## src/rtl/vend_ctrl_fsm.sv

```systemverilog
// Vending-machine transaction controller: goods selection, payment, change/refund and dispense.
// Optional PAYMENT inactivity timeout is built only when VEND_TIMEOUT_EN is defined.
module vend_ctrl_fsm #(
  parameter int unsigned CHANGE_CYCLES  = 50_000_000,
  parameter int unsigned TEMP_CYCLES    = 50_000_000,
  parameter int unsigned TIMEOUT_CYCLES = 500_000_000
) (
  input  logic       sys_clk,
  input  logic       sys_rst_n,
  input  logic       key_start,
  input  logic       key_confirm,
  input  logic       key_cancel,
  input  logic [2:0] goods_sel,
  input  logic       coin_valid,
  input  logic [1:0] coin_sel,
  output logic [5:0] state,
  output logic [2:0] out_goods_high,
  output logic [2:0] out_goods_low,
  output logic [1:0] out_goods_num,
  output logic [4:0] total_price,
  output logic [7:0] paid_amt,
  output logic [7:0] change_amt,
  output logic       refund,
  output logic       dispense
);

  typedef enum logic [5:0] {
    S_IDLE      = 6'h01,
    S_GOODS_ONE = 6'h02,
    S_GOODS_TWO = 6'h04,
    S_PAYMENT   = 6'h08,
    S_CHANGE    = 6'h10,
    S_TEMP      = 6'h20
  } state_e;

  if (CHANGE_CYCLES == 0 || TEMP_CYCLES == 0 || TIMEOUT_CYCLES == 0) begin : g_bad_cfg
    $error("vend_ctrl_fsm: cycle parameters must be >= 1");
  end

  state_e      state_q, state_d;
  logic [2:0]  high_q, high_d;
  logic [2:0]  low_q, low_d;
  logic [1:0]  num_q, num_d;
  logic [4:0]  total_q, total_d;
  logic [7:0]  paid_q, paid_d;
  logic [7:0]  change_q, change_d;
  logic        refund_q, refund_d;
  logic        dispense_q, dispense_d;
  logic [31:0] cnt_q, cnt_d;

  logic [7:0]  coin_value;
  logic [8:0]  paid_sum;
  logic [7:0]  paid_next;
  logic [4:0]  price_sum;
  logic        clear_txn;

  always_comb begin
    coin_value = 8'd1;
    case (coin_sel)
      2'b00:   coin_value = 8'd1;
      2'b01:   coin_value = 8'd5;
      2'b10:   coin_value = 8'd10;
      default: coin_value = 8'd20;
    endcase
  end

  assign paid_sum  = {1'b0, paid_q} + (coin_valid ? {1'b0, coin_value} : 9'd0);
  assign paid_next = paid_sum[8] ? 8'hFF : paid_sum[7:0];
  // Payment decisions use the live goods sum; total_price itself lags it by one cycle.
  assign price_sum = {2'b00, high_q} + {2'b00, low_q};

  always_comb begin
    // NOTE: every variable gets a default before the case so no path can infer a latch.
    state_d    = state_q;
    high_d     = high_q;
    low_d      = low_q;
    num_d      = num_q;
    total_d    = price_sum;
    paid_d     = paid_q;
    change_d   = change_q;
    refund_d   = refund_q;
    dispense_d = 1'b0;
    cnt_d      = cnt_q;
    clear_txn  = 1'b0;

    case (state_q)
      S_IDLE: begin
        if (key_start && !key_confirm && !key_cancel) state_d = S_GOODS_ONE;
      end
      S_GOODS_ONE: begin
        if (key_cancel) begin
          clear_txn = 1'b1;
        end else if (key_confirm && goods_sel != 3'd0) begin
          high_d  = goods_sel;
          num_d   = 2'd1;
          state_d = S_GOODS_TWO;
        end
      end
      S_GOODS_TWO: begin
        if (key_cancel) begin
          clear_txn = 1'b1;
        end else if (key_confirm) begin
          low_d   = goods_sel;
          num_d   = (goods_sel != 3'd0) ? 2'd2 : 2'd1;
          cnt_d   = 32'd0;
          state_d = S_PAYMENT;
        end
      end
      S_PAYMENT: begin
        paid_d = paid_next;
        if (key_cancel) begin
          change_d = paid_next;
          refund_d = 1'b1;
          cnt_d    = 32'd0;
          state_d  = S_CHANGE;
        end else if (coin_valid && paid_next >= {3'b000, price_sum}) begin
          change_d = paid_next - {3'b000, price_sum};
          refund_d = 1'b0;
          cnt_d    = 32'd0;
          state_d  = S_CHANGE;
        end
`ifdef VEND_TIMEOUT_EN
        else if (coin_valid) begin
          cnt_d = 32'd0;
        end else if (cnt_q >= TIMEOUT_CYCLES - 32'd1) begin
          change_d = paid_q;
          refund_d = 1'b1;
          cnt_d    = 32'd0;
          state_d  = S_CHANGE;
        end else begin
          cnt_d = cnt_q + 32'd1;
        end
`endif
      end
      S_CHANGE: begin
        if (cnt_q >= CHANGE_CYCLES - 32'd1) begin
          cnt_d      = 32'd0;
          dispense_d = !refund_q;
          state_d    = S_TEMP;
        end else begin
          cnt_d = cnt_q + 32'd1;
        end
      end
      S_TEMP: begin
        if (cnt_q >= TEMP_CYCLES - 32'd1) clear_txn = 1'b1;
        else                              cnt_d = cnt_q + 32'd1;
      end
      default: clear_txn = 1'b1;
    endcase

    if (clear_txn) begin
      state_d  = S_IDLE;
      high_d   = 3'd0;
      low_d    = 3'd0;
      num_d    = 2'd0;
      total_d  = 5'd0;
      paid_d   = 8'd0;
      change_d = 8'd0;
      refund_d = 1'b0;
      cnt_d    = 32'd0;
    end
  end

  // Reset is synchronous and active-high even though the port carries an _n suffix.
  always_ff @(posedge sys_clk) begin
    if (sys_rst_n) begin
      state_q    <= S_IDLE;
      high_q     <= 3'd0;
      low_q      <= 3'd0;
      num_q      <= 2'd0;
      total_q    <= 5'd0;
      paid_q     <= 8'd0;
      change_q   <= 8'd0;
      refund_q   <= 1'b0;
      dispense_q <= 1'b0;
      cnt_q      <= 32'd0;
    end else begin
      // NOTE: non-blocking assignments keep every register sampling pre-edge values.
      state_q    <= state_d;
      high_q     <= high_d;
      low_q      <= low_d;
      num_q      <= num_d;
      total_q    <= total_d;
      paid_q     <= paid_d;
      change_q   <= change_d;
      refund_q   <= refund_d;
      dispense_q <= dispense_d;
      cnt_q      <= cnt_d;
    end
  end

  assign state          = state_q;
  assign out_goods_high = high_q;
  assign out_goods_low  = low_q;
  assign out_goods_num  = num_q;
  assign total_price    = total_q;
  assign paid_amt       = paid_q;
  assign change_amt     = change_q;
  assign refund         = refund_q;
  assign dispense       = dispense_q;

endmodule

```

## config.mk

```make
export PLATFORM = sky130hd
export DESIGN_NAME = vend_ctrl_fsm
export DESIGN_NICKNAME = d
export VERILOG_FILES = /design/src/rtl/vend_ctrl_fsm.sv
export SDC_FILE = /design/constraint.sdc
export NUM_CORES = 1
export LEC_CHECK = 0
export ABC_CLOCK_PERIOD_IN_PS = 5850
export CAP_MARGIN = 20
export CORE_MARGIN = 4
export CORE_UTILIZATION = 41
export DETAILED_ROUTE_END_ITERATION = 16
export PLACE_DENSITY = 0.61
export SLEW_MARGIN = 20
export SYNTH_ARGS = -nofsm -noshare
export SYNTH_HDL_FRONTEND = slang
export SYNTH_SLANG_ARGS = --single-unit
```

## constraint.sdc

```tcl
create_clock -name sys_clk -period 5.85 [get_ports sys_clk]
set_input_delay 1.17 -clock sys_clk [delete_from_list [all_inputs] [get_ports sys_clk]]
set_output_delay 1.17 -clock sys_clk [all_outputs]
set_load 0.01 [all_outputs]
```

After elaboration in Yosys (flattened, before gate mapping)
Cells that the tools add are included.
{ "op_classes": {"n_lt_le_gt_ge": 2, "addsub": 4, "bitwise": 3, "eq_ne": 16, "reduce_logical": 23, "mux": 32} }
{ "op_table": {"columns": ["operator", "count"], "rows": [
  ["32-bit 2-to-1 mux", 6],
  ["32-bit one-hot mux with 4 select lines", 1],
  ["6-bit 2-to-1 mux", 8],
  ["32-bit by 1-bit adder with 32-bit output, second input constant", 1],
  ["32-bit by 26-bit >= comparator with 1-bit output, second input constant", 1],
  ["8-bit 2-to-1 mux", 4],
  ["6-bit one-hot mux with 5 select lines", 1],
  ["5-bit one-hot mux with 3 select lines", 1],
  ["2-bit != test, second input constant", 7],
  ["2-bit 2-to-1 mux", 5],
  ["5-bit AND reduction", 2],
  ["8-bit by 8-bit adder with 9-bit output", 1],
  ["8-bit by 4-bit >= comparator with 1-bit output", 1],
  ["8-bit AND reduction", 1],
  ["8-bit by 4-bit subtractor with 8-bit output", 1],
  ["6-bit by 1-bit equality test with 1-bit output, second input constant", 1],
  ["6-bit by 2-bit equality test with 1-bit output, second input constant", 1],
  ["6-bit by 3-bit equality test with 1-bit output, second input constant", 1],
  ["6-bit by 4-bit equality test with 1-bit output, second input constant", 1],
  ["6-bit by 5-bit equality test with 1-bit output, second input constant", 1],
  ["6-bit equality test, second input constant", 1],
  ["3-bit AND reduction", 2],
  ["3-bit OR reduction", 2],
  ["5-bit nonzero test", 1],
  ["other kinds (16)", 28]
]} }
{ "word_totals": {"output_inout_bits": 37, "elab_cells": 90, "reg_bits": 69, "inputBits": 11} }

Logic depth before layout (Yosys ltp)
{ "logic_depth": {"ltp_word": 10, "ltp_mapped": 21, "ltp_nobuf": 19} }

Worst setup path after synthesis
OpenSTA, ideal clock, no wires.
{ "synth_timing": {"path_type": "input-to-reg", "from": "input port coin_valid", "to": "register cnt_q[6]", "t_required_ns": 5.780, "slack_ns": 1.035, "path_stages": 18, "path_buffers": 0, "arrival_time_ns": 4.745, "setup_time_ns": 0.070, "cell_sequence": "nand2_1 -> or2_2 -> fa_1 -> and2b_1 -> o22a_4 -> a21oi_1 -> nand2b_1 -> nor2b_1 -> ha_1 -> fa_1 -> nor2b_1 -> o21ai_0 -> nand2_1 -> nor3_2 -> a41oi_4 -> o21bai_2 -> or4_1 -> a21oi_1"} }
{ "synth_between": {"elab_chain_cells": 7} }
{ "synth_rtl": {"columns": ["item", "line_no", "source"], "rows": [
  ["start: declaration", "14", "input logic coin_valid,"],
  ["8-bit 2-to-1 mux", "67", "assign paid_sum = {1'b0, paid_q} + (coin_valid ? {1'b0, coin_value} : 9'd0);"],
  ["8-bit by 8-bit adder with 9-bit output", "67", null],
  ["8-bit 2-to-1 mux", "68", "assign paid_next = paid_sum[8] ? 8'hFF : paid_sum[7:0];"],
  ["8-bit by 4-bit >= comparator with 1-bit output", "116", "end else if (coin_valid && paid_next >= {3'b000, price_sum}) begin"],
  ["1-bit logical AND (*)", "116", null],
  ["3-bit != test (no line) (*)", null, null],
  ["5-bit AND reduction (no line) (*)", null, null],
  ["end signal: assignment", "188", "cnt_q <= cnt_d;"],
  ["end: declaration", "49", "logic [31:0] cnt_q, cnt_d;"]
]} }
Mark *: on every way between the ends. The rest lies on a longest branch, timed or not.
A chain may end at the register's enable or synchronous reset.

Worst setup path after layout
{ "layout_timing": {"from": "input port coin_valid", "to": "register cnt_q[29]"} }
The elaborated chain is that of the path after synthesis.

==> impl_metrics.env <==
export IMPL_synthTopCellsByArea="dfxtp_1 35%, a21oi_1 5.7%, nor2_1 5.4%"
export IMPL_drive_gt1_share_pct=7.53
export IMPL_worstPathRequired_ps=6130
export IMPL_synth_cell_types=66
export IMPL_placedCellCount=626
export IMPL_worstPathMaxFanout=13
export IMPL_grt_overflow=0
export IMPL_clk_latency_ps=350
export IMPL_power_density_mw_per_mm2=210
export IMPL_cts_hold_buf=0
export IMPL_core_area_mm2=0.00920
export IMPL_cts_root_buf="clkbuf_8"
export IMPL_stdcell_count=642
export IMPL_yosys_warnings=0
export IMPL_start_kind="input pin"
export IMPL_maxSlewHeadroom_pct=57.0
export IMPL_status="completed"
export IMPL_grt_max_degree=46
export IMPL_wl_per_cell_um=14.9
export IMPL_pin_count=48
export IMPL_ys_ff_latch=68
export IMPL_max_clock_path_buffers=2
export IMPL_ant_nets=0
export IMPL_avgSynthCellArea_um2=8.01
export IMPL_drc=0
export IMPL_drt_vias_per_instance=5.59
export IMPL_cap_viol_max_count=0
export IMPL_synth_top_area_share_pct=35.2
export IMPL_timing_rr_end="cnt_q[29]"
export IMPL_grt_pass1_wl_um=16400
export IMPL_place_congestion=0.850
export IMPL_diodes=0
export IMPL_path_clk_slew_ps=80
export IMPL_min_period_over_period_pct=93.8
export IMPL_dieArea_mm2=0.0111
export IMPL_area_growth_pct=19.6
export IMPL_numPortBuffers=46
export IMPL_worstRegToRegCells=19
export IMPL_hold_viol_final=0
export IMPL_drt_iter0_drc=134
export IMPL_synth_ff_type="dfxtp_1"
export IMPL_htree_levels=3
export IMPL_totalWireLength_um=9550
export IMPL_maxSlewViolCount=0
export IMPL_post_dp_hpwl_um=7070
export IMPL_synth_edff_count=0
export IMPL_num_vias=3587
export IMPL_cts_sinks=68
export IMPL_yosysTopAreaCell="dfxtp_1"
export IMPL_cts_tree="done"
export IMPL_setup_viol=0
export IMPL_power_leakage_nw=1.62
export IMPL_ir_worst_vdd_uv=121
export IMPL_cts_setup_buffers=0
export IMPL_worstMarginPinSlew_ps=644
export IMPL_crit_type="in2reg"
export IMPL_syn_num_nets=510
export IMPL_clock_skew_ps=11.5
export IMPL_r2r_start="paid_amt[0]"
export IMPL_cts_resized=0
export IMPL_grt_setup_unrepaired="yes"
export IMPL_syn_inst=483
export IMPL_cts_buffers=9
export IMPL_clock_fmax_mhz=182
export IMPL_die_w_um=105
export IMPL_antenna_found_initial=0
export IMPL_first_pass_iters=4
export IMPL_gr_usage_all_layers_pct=17.8
export IMPL_worst_hold_path_type="reg2reg"
export IMPL_die_h_um=105
export IMPL_num_rows=35
export IMPL_period_minus_slack_ps=5490
export IMPL_rrSetupSlack_ps=1500
export IMPL_hold_path_end="cnt_q[31]"
export IMPL_min_path_cells=1
export IMPL_end_kind="flip-flop"
export IMPL_tns_ps=0
export IMPL_first_global_vias=3391
export IMPL_async_flop_share_pct=0
export IMPL_arrival_ps=5770
export IMPL_nets=553
export IMPL_syn_area_mm2=0.00387
export IMPL_hp_start="cnt_q[31]"
export IMPL_initial_utilization_pct=42.1
export IMPL_synth_yosys_seq_area_share_pct=35.2
## flip-flops by register name, indices dropped and copies added (netlist names)
name	flops
total_price	4
out_goods_num	2
change_amt	8
refund	1
dispense	1
state	6
paid_amt	8
cnt_q	32
out_goods_high	3
out_goods_low	3
## worst max-delay path by stage
stage	from	to	slack (ps)	depth (start not counted)
6_report	coin_valid	cnt_q[29]	360	21
5_1_grt	coin_valid	cnt_q[20]	-0.3	21
4_1_cts	coin_valid	cnt_q[18]	360	21
3_5_place_dp	coin_valid	cnt_q[18]	30	21
3_3_place_gp	coin_valid	cnt_q[24]	170	21
2_1_floorplan	coin_valid	cnt_q[6]	1030	18
## cell usage in the layout (no fill, tap or decap), drive strengths merged, types with 6 or more instances in the layout
master         netlist  routed
clkbuf               7       9
or3                  8       8
a21oi               44      44
clkdlybuf4s50        0      46
o21a                11      11
and2                 8       8
nor2                57      57
nor3                27      27
nand2               44      44
xor2                 6       6
a211oi              14      14
and3                11      11
nand3               21      21
buf                 15       8
dfxtp               68      68
o21ai               31      31
nor2b               13      13
ha                  13      13
mux2i                7       7
inv                 12      14
## critical path, stage by stage
cell	delay [ps]
clkdlybuf4s50_1	540
nor2b_1	160
ha_1	200
inv_1	60
fa_1	360
and2b_1	260
o22a_4	180
a21oi_1	90
nand2b_1	190
nor2b_1	170
ha_1	240
fa_1	460
nor2b_2	140
o21ai_0	80
nand2_1	140
nor3_2	70
a41oi_4	240
buf_4	170
o21ai_2	160
or4b_1	530
a21oi_1	140
## power breakdown
group	total, mW	switching, mW	internal [mW]
Combinational	0.0668	0.0404	0.0264
Sequential	0.465	0.00187	0.463
Clock	0.440	0.197	0.243
## metrics by stage
stage | utilization, % | power [mW] | instance area (µm²) | setup WS, ps | hold slack (ps)
after global routing | 50.3 | 1.01 | 4620 | -0.258 | 494
after floorplan | - | 0.519 | 3870 | 1030 | 442
final | 50.3 | 0.972 | 4620 | 363 | 479
after detailed placement | 47.8 | 0.543 | 4400 | 27.4 | 455
after CTS | 50.3 | 0.986 | 4620 | 365 | 476
after global placement | 47.8 | 0.543 | 4400 | 170 | 452
## cells in the mapped netlist, types with 5 or more instances
library cell and n:
a21oi_1 44, nand3_1 21, o21ai_0 29, nor2_1 56
clkbuf_1 7, dfxtp_1 68, nand2_1 44, nor3_1 25
a211oi_1 14, ha_1 13, xor2_1 6, and2_1 8
or3_1 8, inv_1 12, buf_2 6, nand2b_1 5
nor2b_1 13, o21a_1 11, mux2i_1 6, and3_1 11
## metal layers
| layer | part of all wire [%] | vias to the layer above | global-route usage, % |
|---|---|---|---|
| li1 | - | 1816 | - |
| met1 | 47 | 1693 | 23.0 |
| met2 | 48 | 67 | 29.7 |
| met3 | 3.7 | 11 | 3.89 |
| met4 | 1.3 | 0 | 5.44 |
| met5 | 0 | - | 0 |
## final cells by class
cell class,count,area (µm²)
clock buffers,9,124
clock inverters,7,98.8
fillers,902,4570
inverters,12,45.0
multi-input cells,381,2340
flip-flops and latches,68,1360
well taps,111,139
repair buffers,54,520
## logic make-up (layout without fill, tap and decap cells)
logic type               after synthesis  after routing  synth area share [%]
AO/OA/AOI/OAI                        129            129                  21.9
multiplexers                           7              7                  2.14
AND/OR/NAND/NOR                      220            220                  28.7
buffers and inverters                 34             82                  4.46
adder cells (fa/ha/maj)               16             16                  5.76
flip-flops                            68             68                  35.2
other                                  1              1                0.0970
XOR/XNOR                               8              8                  1.81
Note: power is estimated with default switching activity, not from simulation.
